### config.mk
export PLATFORM = sky130hd
export DESIGN_NAME = calculator_ctrl
export DESIGN_NICKNAME = d
export VERILOG_FILES = /design/src/rtl/calculator_ctrl.sv
export SDC_FILE = /design/constraint.sdc
export NUM_CORES = 1
export LEC_CHECK = 0
export ABC_AREA = 1
export BUFFER_PORTS_ARGS = -buffer_cell sky130_fd_sc_hd__buf_2
export CORE_MARGIN = 5
export CORE_UTILIZATION = 46
export DETAILED_ROUTE_END_ITERATION = 12
export PLACE_DENSITY = 0.74
export SLEW_MARGIN = 5
export SYNTH_ARGS = -nofsm -noshare
export SYNTH_HDL_FRONTEND = slang
export SYNTH_SLANG_ARGS = --single-unit
### constraint.sdc
create_clock -name clk -period 1.8 [get_ports clk]
set_clock_uncertainty 0.1 [all_clocks]
set_input_delay 0.27 -clock clk [delete_from_list [all_inputs] [get_ports clk]]
set_output_delay 0.27 -clock clk [all_outputs]
set_load 0.005 [all_outputs]
### src/rtl/calculator_ctrl.sv
// calculator_ctrl: debounces the user button, captures operands on an accepted press,
// drives one ALU operation with timeout and latches the result for the display.
module calculator_ctrl #(
    parameter int DEBOUNCE_CYCLES = 200000,
    parameter int TIMEOUT_CYCLES  = 1024,
    parameter int CNT_W           = 20
) (
    input  logic        clk,
    input  logic        rst,
    input  logic        button,
    input  logic [2:0]  func,
    input  logic [7:0]  num1,
    input  logic [7:0]  num2,
    output logic        alu_start,
    output logic [2:0]  alu_func,
    output logic [7:0]  alu_a,
    output logic [7:0]  alu_b,
    input  logic        alu_done,
    input  logic [31:0] alu_result,
    input  logic        alu_error,
    output logic [31:0] cal_result,
    output logic        flag_error,
    output logic        result_valid,
    output logic        busy,
    output logic        timeout_err
);
    localparam logic [CNT_W-1:0] DEB      = CNT_W'(DEBOUNCE_CYCLES);
    localparam logic [CNT_W-1:0] DEB_LAST = CNT_W'(DEBOUNCE_CYCLES - 1);
    localparam logic [CNT_W-1:0] TMO_LAST = CNT_W'(TIMEOUT_CYCLES - 1);
    localparam logic [CNT_W-1:0] ONE      = CNT_W'(1);
    typedef enum logic [2:0] {IDLE, PRESS, ISSUE, WAIT, RELEASE} state_t;
    state_t state, state_n;
    logic [CNT_W-1:0] cnt, cnt_n;
    logic [1:0] sync;
    logic btn_s, illegal, accept, done_hit, tmo_hit;
    assign btn_s     = sync[1];
    assign illegal   = func == 3'b111;
    assign alu_start = state == ISSUE;
    assign busy      = state == ISSUE || state == WAIT;
    always_ff @(posedge clk or negedge rst) begin
        if (!rst) begin
            sync  <= 2'b00;
            state <= IDLE;
            cnt   <= '0;
        end else begin
            sync  <= {sync[0], button};
            state <= state_n;
            cnt   <= cnt_n;
        end
    end
    // One counter serves press debounce, ALU timeout and release debounce.
    always_comb begin
        state_n  = state;
        cnt_n    = cnt;
        accept   = 1'b0;
        done_hit = 1'b0;
        tmo_hit  = 1'b0;
        case (state)
            IDLE: begin
                state_n = btn_s ? PRESS : IDLE;
                cnt_n   = btn_s ? ONE : '0;
            end
            PRESS: begin
                accept  = btn_s && cnt == DEB;
                state_n = !btn_s ? IDLE : accept ? (illegal ? RELEASE : ISSUE) : PRESS;
                cnt_n   = (!btn_s || accept) ? '0 : cnt + ONE;
            end
            ISSUE: begin
                state_n = WAIT;
                cnt_n   = '0;
            end
            WAIT: begin
                done_hit = alu_done;
                tmo_hit  = !alu_done && cnt == TMO_LAST;
                state_n  = (done_hit || tmo_hit) ? RELEASE : WAIT;
                cnt_n    = (done_hit || tmo_hit) ? '0 : cnt + ONE;
            end
            RELEASE: begin
                state_n = (!btn_s && cnt == DEB_LAST) ? IDLE : RELEASE;
                cnt_n   = (btn_s || cnt == DEB_LAST) ? '0 : cnt + ONE;
            end
            default: begin
                state_n = IDLE;
                cnt_n   = '0;
            end
        endcase
    end
    always_ff @(posedge clk or negedge rst) begin
        if (!rst) begin
            alu_func     <= '0;
            alu_a        <= '0;
            alu_b        <= '0;
            cal_result   <= '0;
            flag_error   <= 1'b0;
            result_valid <= 1'b0;
            timeout_err  <= 1'b0;
        end else begin
            result_valid <= accept && illegal || done_hit || tmo_hit;
            if (accept) begin
                alu_func    <= func;
                alu_a       <= num1;
                alu_b       <= num2;
                timeout_err <= 1'b0;
            end
            if (accept && illegal) begin
                cal_result <= '0;
                flag_error <= 1'b1;
            end
            if (done_hit) begin
                cal_result <= alu_result;
                flag_error <= alu_error;
            end
            // A timeout keeps the previous result on the display.
            if (tmo_hit) begin
                flag_error  <= 1'b1;
                timeout_err <= 1'b1;
            end
        end
    end
endmodule

## Word-level counts from Yosys, hierarchy flattened

Index checks and enable logic that the tools add are counted.

- Mux-type cells: 22
- Eq/ne operators: 8
- Shifts and indexed selects: 0
- Multiply operators: 0
- Reduce and logical (&&, ||, !) cells: 16
- Divide/modulo/power cells: 0
- Magnitude comparators: 0
- Bitwise gates (word level): 0
- $add $sub $neg: 1

Operator list:

| operator | number |
|---|---|
| one-hot mux 20 bit (4 select lines) | 1 |
| two-way mux 32 bit | 2 |
| two-way mux 20 bit | 3 |
| == test 20 x 18 -> 1 bit, second input constant | 2 |
| adder 20 x 1 -> 20 bit, second input constant | 1 |
| == test 20 x 10 -> 1 bit, second input constant | 1 |
| two-way mux 3 bit | 5 |
| one-hot mux 3 bit (5 select lines) | 1 |
| two-way mux 1 bit | 10 |
| == test 3 x 2 -> 1 bit, second input constant | 2 |
| == test 3 bit, second input constant | 2 |
| logical OR 1 bit | 6 |
| logical AND 1 bit | 4 |
| nonzero test 2 bit | 2 |
| == test 3 x 1 -> 1 bit, second input constant | 1 |
| zero test 3 bit | 1 |
| nonzero test 3 bit | 1 |
| zero test 1 bit | 2 |

- Flip-flop bits (word level): 79
- Output and inout bits: 56
- Input port bits: 56
- RAM bits: 0
- Latch bits: 0
- Logic and storage cells: 57
- Memory bits (read-only): 0
- Memories: 0

## Longest topological paths before layout

Gate-level depths: netlist of run 1.

- Depth in word-level cells: 7
- Depth in mapped cells: 12
- Mapped depth without buffers: 11

## Worst setup path before layout of run 1

No wires, ideal clock.

- Path type: flip-flop to flip-flop
- Start: register cnt[0]
- End: register cnt[6]
- Setup slack: 119 ps
- Clock period less this slack: 1,681 ps
- Required time: 1,586 ps
- Library setup time: 114 ps
- Stages on the path, launching flop included: 10
- Arrival time: 1,467 ps
- Path buffers: 1
- Cells stage by stage: dfrtp_1 ha_1 nand3_2 nor3_4 nand3_2 nand2_2 nand3_4 buf_6 nand3_1 inv_1

- Cells in the longest elaborated chain, start to end: 5
- Elaborated cells on any way between the ends: 13
- Those cells by class: add/sub: 1; eq/ne: 3; mux: 4; reduce/logical: 5

RTL lines:

| element | RTL line | RTL |
|---|---|---|
| start, declared | 33 | `logic [CNT_W-1:0] cnt, cnt_n;` |
| start signal, assigned | 48 | `cnt <= cnt_n;` |
| branches (longest 4 deep; another with adder 20 x 1 -> 20 bit) | n/a |  |
| one-hot mux 20 bit (4 select lines) (*) | 58 | `case (state)` |
| via cnt_n[6] | 33 |  |

Mark *: on every way through the listed nets, which the timed path passes.
A chain may end at the register's enable or synchronous reset.

## Worst setup path in the final report of run 1

- Start: register cnt[0]
- End: register cal_result[31]

- Cells in the longest elaborated chain, start to end: 5

RTL lines:

| element | RTL line | RTL |
|---|---|---|
| == test 20 x 18 -> 1 bit | 64 | `accept = btn_s && cnt == DEB;` |
| logical AND 1 bit | 64 |  |
| two-way mux 1 bit | 58 |  |
| logical AND 1 bit | 105 | `if (accept && illegal) begin` |
| nonzero test 2 bit (no line) | n/a |  |
| end signal, assigned | 110 | `cal_result <= alu_result;` |
| end, declared | 21 | `output logic [31:0] cal_result,` |

No other way between the ends.

==> flow_summary_export.csv, run 1 <==
group,metric,value,unit
power,power_frac_clock,39.1,%
sta,slew_viol_final,0,
clock_tree,cts_buffers,9,
sta,fin_tns_setup,-12.4,ps
final_layout,drive_gt1_share,36.0,%
detailed_routing,drtAntennaViolNets,0,
power,leakagePower,2.92,nW
power,p_seq_share,51.4,%
global_route,grt_pass1_wl,15.9,mm
final_layout,diodes,0,
floorplan,die_height,99.7,um
floorplan,rows,32,
place,hpwl,6.72,mm
floorplan,core,7770,um2
critical_path,critical_path_class,"reg2reg",
place,pre_cts_slack,-18.7,ps
place,port_buffers,111,
logic_synthesis,synth-async-reset-ratio,100,%
detailed_routing,routedWlPerCell,15.1,um
floorplan,ioPinCount,112,
critical_path,endpoint_kind,"flip-flop",
global_route,grt_pass1_vias,3504,
global_route,grt_antenna_before_repair,0,
floorplan,start_util,47.6,%
detailed_routing,totalWireLength,11.0,mm
sta,post-route-period-util,101,%
clock_tree,htreeDepth,3,
power,power.switching,0.900,mW
place,dp_cells,680,
detailed_routing,drt-initial-drc-count,183,
logic_synthesis,ys.flop_type,"dfrtp_1",
critical_path,arrival,1960,ps
logic_synthesis,syn_nets,513,
logic_synthesis,netlist_top_cells_count,"nand2_1, dfrtp_1, nand3_1",
logic_synthesis,synth_top_cell_area_share,53.4,%
power,p_int,2.71,mW
sta,final.min_clock_period,1810,ps
floorplan,die_w,99.7,um
clock_tree,cts_tree,"built",
power,p_comb_share,9.5,%
min_path,hold_class,"in2reg",
logic_synthesis,yosys-top-cells-area,"dfrtp_1, nand2_1, nand3_1",
sta,worst_slew_pin_slew,525,ps
sta,finalHoldViolCount,0,
detailed_routing,drc,0,
global_route,grt_max_degree,55,
sta,fmaxAchievable,553,MHz
clock_tree,clk_pin_slew,90,ps
logic_synthesis,syn_avg_cell_area,8.13,um2
final_layout,num-nets-final,676,
sta,layout_setup_ws,-9.06,ps
place,finalWeightedCongestion,0.878,
final_layout,finalNonFillerCells,725,
detailed_routing,vias_per_cell,5.07,
logic_synthesis,yosysTopAreaCell,"dfrtp_1",
flow_run,max-cap-violations,0,
power,power_density,683,nW/um2
status,violations,"setup timing",
power,ir_worst_vdd,0.523,mV
critical_path,start_kind,"flip-flop",
final_layout,fill_cells,621,
critical_path,cp.required,1950,ps
sta,rsz0062_at_grt,"yes",
global_route,overflow,0,
logic_synthesis,ys_seq_area_share,53.4,%
clock_tree,cts_buffer_depth,2,
sta,setup_viol,3,
logic_synthesis,synth_warnings,0,
clock_tree,clockRootBuffer,"clkbuf_8",
detailed_routing,vias,3678,
logic_synthesis,netlist-cell-type-count,33,
logic_synthesis,yosys.cell_count.top_type,"nand2_1",
power,p_total,3.61,mW
logic_synthesis,postSynthCellCount,455,
critical_path,critical_path.max_fanout,8,
floorplan,die-area,9940,um2
clock_tree,clk_latency,350,ps
final_layout,finish.utilization,68.2,%
final_layout,areaGrowthSynthToFinish,43.0,%
power,p_sw_share,24.9,%
global_route,grt_usage,19.8,%
sta,relSlewSlack,64.7,%
logic_synthesis,synth_seq_cells,79,
logic_synthesis,netlist_area,3700,um2
detailed_routing,first_pass_iters,6,
status,outcome,"finished with violations",
logic_synthesis,synth_edf_count,0,
clock_tree,clock-sinks,79,
==> kinds of logic (layout without fill, tap and decap cells) <==
| kind of cell | count (synthesis) | after routing | share of synthesized area, % |
|---|---|---|---|
| buffers and inverters | 66 | 232 | 7.20 |
| DFF | 79 | 79 | 53.4 |
| xor gates and xnor gates | 5 | 5 | 1.18 |
| adders and majority gates | 2 | 2 | 0.676 |
| AOI/OAI and AO/OA | 15 | 15 | 2.33 |
| and+or+nand+nor | 288 | 290 | 35.2 |
==> layout make-up <==
| cell class | instances | area, um2 | share of cell area (%) |
|---|---|---|---|
| clock buffer | 11 | 151 | 2.86 |
| inverter | 53 | 199 | 3.76 |
| clock inverter | 5 | 62.6 | 1.18 |
| multi-input combinational | 312 | 1680 | 31.6 |
| sequential | 79 | 1980 | 37.4 |
| timing repair buffer | 163 | 1100 | 20.7 |
| tap | 102 | 128 | 2.41 |
==> through the flow <==
stage               instance area [um2]  hold slack [ps]
floorplan                          3700             -126
global placement                   4540              109
detailed placement                 4540              109
CTS                                4850            0.785
global route                       5290           -0.492
finish                             5290             9.50
==> critical path: stages (launching register included) <==
cell       delay (ps)
dfrtp_1           410
inv_2              80
ha_4              130
inv_2              40
nor2_2             80
nand2_2            70
nor2_4            170
nand4_4           240
clkbuf_16         260
nand3_2            70
nand2_2            50
==> flip-flops by register name, summed over array words and instances, names as in the netlist <==
name,flops
alu_a,8
alu_b,8
alu_func,3
cal_result,32
cnt,20
flag_error,1
result_valid,1
state,3
sync,2
timeout_err,1
==> path summary, 6_finish.rpt <==
path / endpoint / depth (start not counted) / from / slack [ps]
worst max-delay path: cal_result[31] / 10 / cnt[0] / -9
worst min-delay path: alu_b[6] / 3 / num2[6] / 10
worst max register to register: cal_result[31] / 10 / cnt[0] / -9
worst min register to register: sync[1] / 0 / sync[0] / 260
max in group asynchronous: cnt[2] / 3 / rst / 740
min in group asynchronous: cnt[14] / 2 / rst / 270
==> cell usage in the layout, fill, tap and decap left out, types with 5 or more instances in the layout <==
cell type / instances
buf_2: 110
buf_4: 30
clkbuf_8: 11
dfrtp_1: 75
dlygate4sd3_1: 12
inv_1: 47
inv_2: 6
nand2_1: 161
nand2_2: 5
nand3_1: 42
nand3_2: 17
nand3_4: 5
nand4_1: 9
nor2_1: 25
nor2_2: 5
nor3_1: 6
o21ai_0: 5
==> timing repair <==
action / CTS / global route
resized for setup: 1 / 52
gates cloned: 0 / 8
buffers inserted: 0 / 9
endpoints found under the setup margin: 5 / 70
pin swaps: 0 / 20
hold endpoints to repair: 33 / 3
hold buffers: 9 / 3
==> layer usage <==
| layer | global-route usage [%] | share of wire, % |
|---|---|---|
| met1 | 25.9 | 41 |
| met2 | 30.8 | 49 |
| met4 | 7.04 | 2.1 |
| met3 | 6.59 | 8.2 |
| met5 | 0 | 0 |
==> power groups by stage <==
stage | Sequential, mW | Clock (mW) | Combinational, mW
after global routing | 1.87 | 1.52 | 0.386
after detailed placement | 1.89 | 0 | 0.260
final | 1.86 | 1.41 | 0.343
after CTS | 1.86 | 1.43 | 0.275
after floorplan | 1.89 | 0 | 0.0941
after global placement | 1.89 | 0 | 0.253
Power figures use the tool's default switching activity.
==> run 2, diff against run 1 <==
--- a/config.mk
+++ b/config.mk
@@ -8,9 +8,9 @@
 export ABC_AREA = 1
 export BUFFER_PORTS_ARGS = -buffer_cell sky130_fd_sc_hd__buf_2
 export CORE_MARGIN = 5
-export CORE_UTILIZATION = 46
+export CORE_UTILIZATION = 51
 export DETAILED_ROUTE_END_ITERATION = 12
-export PLACE_DENSITY = 0.74
+export PLACE_DENSITY = 0.78
 export SLEW_MARGIN = 5
 export SYNTH_ARGS = -nofsm -noshare
 export SYNTH_HDL_FRONTEND = slang
==> constraint.sdc (replaced) <==
create_clock -name clk -period 1.99 [get_ports clk]
set_clock_uncertainty 0.1 [all_clocks]
set_input_delay 0.2985 -clock clk [delete_from_list [all_inputs] [get_ports clk]]
set_output_delay 0.2985 -clock clk [all_outputs]
set_load 0.005 [all_outputs]
==> run 2 against run 1 <==
Net effect:
- combinational power decreased by 29%
- clock-buffer cell count decreased by 1
- die area decreased by 8.9%
- the flow now finishes without violations
- sequential power decreased by 9.7%
- global-route usage increased by 1.4 points
- total power decreased by 8.2%
==> flow_summary_export.csv, run 2 (synthesized netlist as in run 1, its figures left out) <==
group,metric,value,unit
final_layout,seq_area,1980,um2
final_layout,largest-register,"cal_result",
critical_path,rr_worst_depth,7,
final_layout,num-nets-final,634,
sta,post-route-period-util,93.2,%
detailed_routing,wl_met2,4.30,mm
final_layout,largest_register_ff_count,32,
sta,slew_viol_final,0,
floorplan,core,7180,um2
sta,setup_viol,0,
clock_tree,post_cts_buffers,0,
floorplan,ioPinCount,112,
critical_path,start_kind,"flip-flop",
final_layout,multi_input_comb_area,1490,um2
final_layout,diodes,0,
global_route,grt_pass1_wl,15.2,mm
global_route,grt_usage,21.2,%
detailed_routing,routedWlPerCell,13.3,um
sta,worst_slew_pin_slew,504,ps
clock_tree,clk_latency,340,ps
critical_path,critical_path.max_fanout,9,
global_route,grt_antenna_before_repair,0,
final_layout,drive_gt1_share,27.1,%
clock_tree,cts_tree,"built",
min_path,holdPathStages,3,
status,outcome,"complete, no violations",
critical_path,cp_slowest_stage_delay,380,ps
critical_path,regToRegStartpoint,"cnt[0]",
final_layout,fill_cells,587,
final_layout,areaGrowthSynthToFinish,26.3,%
critical_path,cp_slowest_cell,"dfrtp_1",
detailed_routing,totalWireLength,9.01,mm
final_layout,top_regs,"cal_result: 32 flops, cnt: 20 flops",
clock_tree,clock-sinks,79,
sta,finalHoldViolCount,0,
final_layout,finish.utilization,65.2,%
power,leakagePower,2.61,nW
sta,rsz0062_at_grt,"no",
sta,fin_tns_setup,0,ps
power,power_density,710,nW/um2
min_path,hp-start,"num1[1]",
floorplan,die_w,95.2,um
clock_tree,htreeDepth,3,
sta,fmaxAchievable,539,MHz
critical_path,critical_path_class,"reg2reg",
global_route,grt_max_degree,41,
critical_path,path_common_cell,"nand3_2",
floorplan,die-area,9060,um2
critical_path,cp.required,2120,ps
min_path,hold_class,"in2reg",
critical_path,endpoint_kind,"flip-flop",
critical_path,arrival,1990,ps
critical_path,r2r_slack,140,ps
floorplan,die_height,95.2,um
detailed_routing,drc,0,
place,hpwl,6.66,mm
place,port_buffers,111,
flow_run,max-cap-violations,0,
clock_tree,clk_pin_slew,80,ps
detailed_routing,vias,3405,
detailed_routing,met1Wirelength,3.85,mm
detailed_routing,vias_per_cell,5.01,
power,ir_worst_vdd,0.439,mV
clock_tree,cts_buffers,9,
sta,hold_ws,48.5,ps
global_route,grt_pass1_vias,3370,
clock_tree,cts_buffer_depth,2,
sta,final.min_clock_period,1850,ps
final_layout,final_cell_mix,"nand2_1, buf_2, dfrtp_1",
critical_path,path_cells,"ha_1 -> nand3_2 -> nor3_4 -> nand3_2 -> nand2_2 -> nand3_4 -> and2_1",
detailed_routing,wl_met3,664,um
detailed_routing,top_layer_used,"met4",
final_layout,final_common_cell,"nand2_1",
sta,relSlewSlack,66.4,%
detailed_routing,drtAntennaViolNets,0,
detailed_routing,drt-initial-drc-count,162,
detailed_routing,first_pass_iters,6,
global_route,overflow,0,
clock_tree,clockRootBuffer,"clkbuf_8",
min_path,min_to,"alu_a[1]",
critical_path,reg2reg_to,"cnt[1]",
place,finalWeightedCongestion,0.880,
floorplan,start_util,51.6,%
floorplan,rows,31,
[run 2: cell type report]
type | instances | area share, %
flip-flops and latches | 79 | 42.3
repair buffers | 122 | 13.8
clock buffers | 10 | 2.73
inverters | 53 | 4.34
clock inverters | 5 | 2.30
multi-input cells | 311 | 31.9
well taps | 99 | 2.65
[run 2: worst max-delay path by stage]
stage	from	end	slack (ps)
floorplan	cnt[0]	cnt[6]	310
CTS	cnt[0]	cnt[1]	80
global placement	cnt[0]	cnt[1]	180
finish	cnt[0]	cnt[1]	140
global route	cnt[0]	cnt[18]	10
detailed placement	cnt[0]	cnt[1]	100
[run 2: metrics by stage]
step	total power [mW]	cells	setup slack (ps)	instance area (um2)
6_report	3.32	679	136	4680
5_1_grt	3.46	679	9.79	4680
4_1_cts	3.34	678	82.6	4640
3_5_place_dp	1.94	661	101	4380
3_3_place_gp	1.93	661	181	4380
2_1_floorplan	1.79	455	309	3700
[run 2: what timing repair did]
| item | in CTS | in global routing |
|---|---|---|
| setup endpoints to repair | 0 | 35 |
| hold buffers | 2 | 0 |
| gates resized for setup | 0 | 5 |
| hold endpoints to repair | 38 | 0 |
[run 2: report_power, final]
part | switching, mW | leakage (nW) | internal (mW)
combinational | 0.135 | 1.54 | 0.108
sequential | 0.0315 | 0.952 | 1.65
clock | 0.565 | 0.117 | 0.831
total | 0.731 | 2.61 | 2.59
[run 2: routing by layer]
metal	GRT usage, %	vias to the layer above
met3	6.39	19
met1	27.1	1611
met2	33.9	109
met5	0	-
li1	-	1666
met4	8.29	0
[run 2: worst max-delay path: cells and delay by family, from the launching register on]
kind	cells	cell delay (ps)
and+or+nand+nor	6	1050
DFF	1	380
adders and majority gates	1	220
==> run 3, diff against run 2 <==
--- a/config.mk
+++ b/config.mk
@@ -5,11 +5,12 @@
 export SDC_FILE = /design/constraint.sdc
 export NUM_CORES = 1
 export LEC_CHECK = 0
-export ABC_AREA = 1
 export BUFFER_PORTS_ARGS = -buffer_cell sky130_fd_sc_hd__buf_2
 export CORE_MARGIN = 5
-export CORE_UTILIZATION = 51
+export CORE_UTILIZATION = 50
+export CTS_CLUSTER_SIZE = 40
 export DETAILED_ROUTE_END_ITERATION = 12
+export GPL_TIMING_DRIVEN = 0
 export PLACE_DENSITY = 0.78
 export SLEW_MARGIN = 5
 export SYNTH_ARGS = -nofsm -noshare
==> run 3 against run 2 <==
Net effect:
- largest power group unchanged
- wire length decreased by 2.2%
- critical path type unchanged
- synthesized cell count decreased by 30%
- design area increased by 5.0%
- utilization increased by 7.5 points
- worst setup slack got worse by 640 ps
- the flow now finishes with violations (setup timing)
==> flow_summary_export.csv, run 3 <==
group,metric,value,unit
status,outcome,"finished with violations",
status,violations,"setup timing",
final_layout,final_cell_mix,"buf_2, dfrtp_1, nand2_1",
final_layout,largest_register_ff_count,32,
final_layout,multi_input_comb_area,1580,um2
sta,finalHoldViolCount,0,
sta,final.min_clock_period,2490,ps
detailed_routing,first_pass_iters,4,
sta,rsz0062_at_grt,"yes",
power,leakagePower,2.48,nW
floorplan,die_w,92.9,um
floorplan,die-area,8620,um2
sta,fmaxAchievable,402,MHz
min_path,hold_class,"in2reg",
logic_synthesis,syn_avg_cell_area,10.8,um2
sta,layout_setup_ws,-499,ps
global_route,grt_usage,19.6,%
logic_synthesis,yosysTopAreaCell,"dfrtp_1",
detailed_routing,totalWireLength,8.80,mm
critical_path,reg2reg_to,"cal_result[13]",
floorplan,core,6760,um2
logic_synthesis,synth_top_cell_area_share,57.6,%
place,finalWeightedCongestion,0.798,
logic_synthesis,syn_nets,376,
final_layout,drive_gt1_share,47.1,%
logic_synthesis,synth_edf_count,0,
floorplan,rows,30,
clock_tree,clk_pin_slew,80,ps
clock_tree,clk_latency,340,ps
min_path,holdPathStages,3,
logic_synthesis,ys.flop_type,"dfrtp_1",
logic_synthesis,yosys-top-cells-area,"dfrtp_1, nand2_1, mux2_2",
detailed_routing,drc,0,
logic_synthesis,synth-async-reset-ratio,100,%
logic_synthesis,netlist-cell-type-count,43,
clock_tree,cts_buffer_depth,2,
final_layout,top_regs,"cal_result: 32 flops, cnt: 20 flops",
detailed_routing,routedWlPerCell,16.2,um
clock_tree,cts_buffers,9,
global_route,overflow,0,
final_layout,largest-register,"cal_result",
clock_tree,clock-sinks,79,
sta,slew_viol_final,0,
global_route,grt_max_degree,50,
logic_synthesis,ys_seq_area_share,57.6,%
critical_path,cp.required,2120,ps
final_layout,areaGrowthSynthToFinish,43.0,%
clock_tree,htreeDepth,3,
detailed_routing,vias,2858,
critical_path,regToRegStartpoint,"cnt[13]",
floorplan,die_height,92.9,um
global_route,grt_pass1_vias,2829,
sta,post-route-period-util,125,%
clock_tree,cts_tree,"built",
global_route,grt_pass1_wl,13.5,mm
final_layout,diodes,0,
critical_path,r2r_slack,-500,ps
logic_synthesis,postSynthCellCount,318,
floorplan,start_util,50.8,%
sta,worst_slew_pin_slew,829,ps
floorplan,ioPinCount,112,
critical_path,endpoint_kind,"flip-flop",
sta,relSlewSlack,44.3,%
detailed_routing,drt-initial-drc-count,128,
critical_path,arrival,2620,ps
critical_path,critical_path_class,"reg2reg",
logic_synthesis,netlist_top_cells_count,"dfrtp_1, nand2_1, nor2_1, o21ai_0, mux2_2",
final_layout,num-nets-final,517,
logic_synthesis,synth_seq_cells,79,
detailed_routing,vias_per_cell,5.26,
final_layout,final_common_cell,"buf_2",
power,ir_worst_vdd,0.597,mV
logic_synthesis,yosys.cell_count.top_type,"dfrtp_1",
min_path,hp-start,"alu_result[24]",
critical_path,critical_path.max_fanout,9,
power,p_total,3.36,mW
min_path,min_to,"cal_result[24]",
clock_tree,clockRootBuffer,"clkbuf_8",
logic_synthesis,netlist_area,3430,um2
critical_path,rr_worst_depth,8,
sta,setup_viol,77,
place,hpwl,5.61,mm
global_route,grt_antenna_before_repair,0,
flow_run,max-cap-violations,0,
place,port_buffers,111,
logic_synthesis,synth_warnings,0,
final_layout,seq_area,1980,um2
detailed_routing,drtAntennaViolNets,0,
final_layout,finish.utilization,72.7,%
power,power_density,684,nW/um2
critical_path,start_kind,"flip-flop",
final_layout,fill_cells,478,
[run 3: cell types whose count changed after synthesis, moves of 10 or more]
cell     delta
nand2_1    -95
inv_1      -47
nand3_1    -44
mux2_2     +19
o21ai_0    +17
o21ai_2    +10
[run 3: per-stage QoR]
stage                     instance area (um2)  setup WS, ps  TNS [ps]  std cells  hold WS (ps)
after floorplan                          3450          -336    -19400        318         -97.1
after global placement                   4110          -512    -35780        509           234
after detailed placement                 4140          -567    -38020        510           163
after CTS                                4590          -474    -33750        537          36.7
after global routing                     4910          -581    -41400        543          42.6
final                                    4910          -499    -35460        543          51.6
[run 3: worst max-delay path by stage]
stage | startpoint | to | slack, ps | cells after the start
2_1_floorplan | cnt[13] | alu_a[0] | -340 | 6
3_3_place_gp | cnt[13] | cal_result[30] | -510 | 6
3_5_place_dp | cnt[13] | cal_result[11] | -570 | 6
4_1_cts | cnt[13] | alu_func[0] | -470 | 6
5_1_grt | cnt[13] | alu_func[0] | -580 | 6
6_report | cnt[13] | cal_result[13] | -500 | 8
[run 3: kinds of logic after synthesis]
group / Yosys count / synth area share, %
buffers and inverters: 20 / 3.13
xor gates and xnor gates: 17 / 4.34
AOI/OAI and AO/OA: 43 / 8.02
DFF: 79 / 57.6
adders and majority gates: 2 / 0.729
muxes: 19 / 6.23
and+or+nand+nor: 138 / 20.0
[run 3: power breakdown]
part	switching, mW	internal, mW	leakage (nW)
Combinational	0.103	0.0936	1.26
Clock	0.580	0.953	0.129
Sequential	0.0125	1.61	1.09
Total	0.696	2.66	2.48
[run 3: layout make-up]
type	instances	area share [%]
timing repair buffer	130	17.0
buffer	15	2.80
inverter	5	0.382
clock buffer	9	2.52
sequential	79	40.3
multi-input combinational	219	32.3
clock inverter	6	2.73
tap	80	2.04
[run 3: what timing repair did]
| item | 4_1_cts | 5_1_grt |
|---|---|---|
| gates cloned | 2 | 5 |
| setup buffers | 9 | 3 |
| gates resized for setup | 22 | 56 |
| pin swaps | 5 | 20 |
| endpoints found under the hold margin | 31 | 0 |
| hold buffers | 2 | 0 |
| endpoints found under the setup margin | 77 | 77 |
[run 3: per-layer routing]
metal | routed length (um) | GRT usage (%)
met5 | 0 | 0
met4 | 111 | 6.59
met3 | 617 | 5.12
met2 | 4300 | 31.9
met1 | 3770 | 25.4
[run 3: critical path, cell delays in order, from the launching register on]
cell and delay, ps:
dfrtp_1 400, or4_4 560, nor4_4 390, nand4b_4 210
buf_12 190, nor3_4 140, buf_12 180, clkbuf_16 150
o21ai_1 50
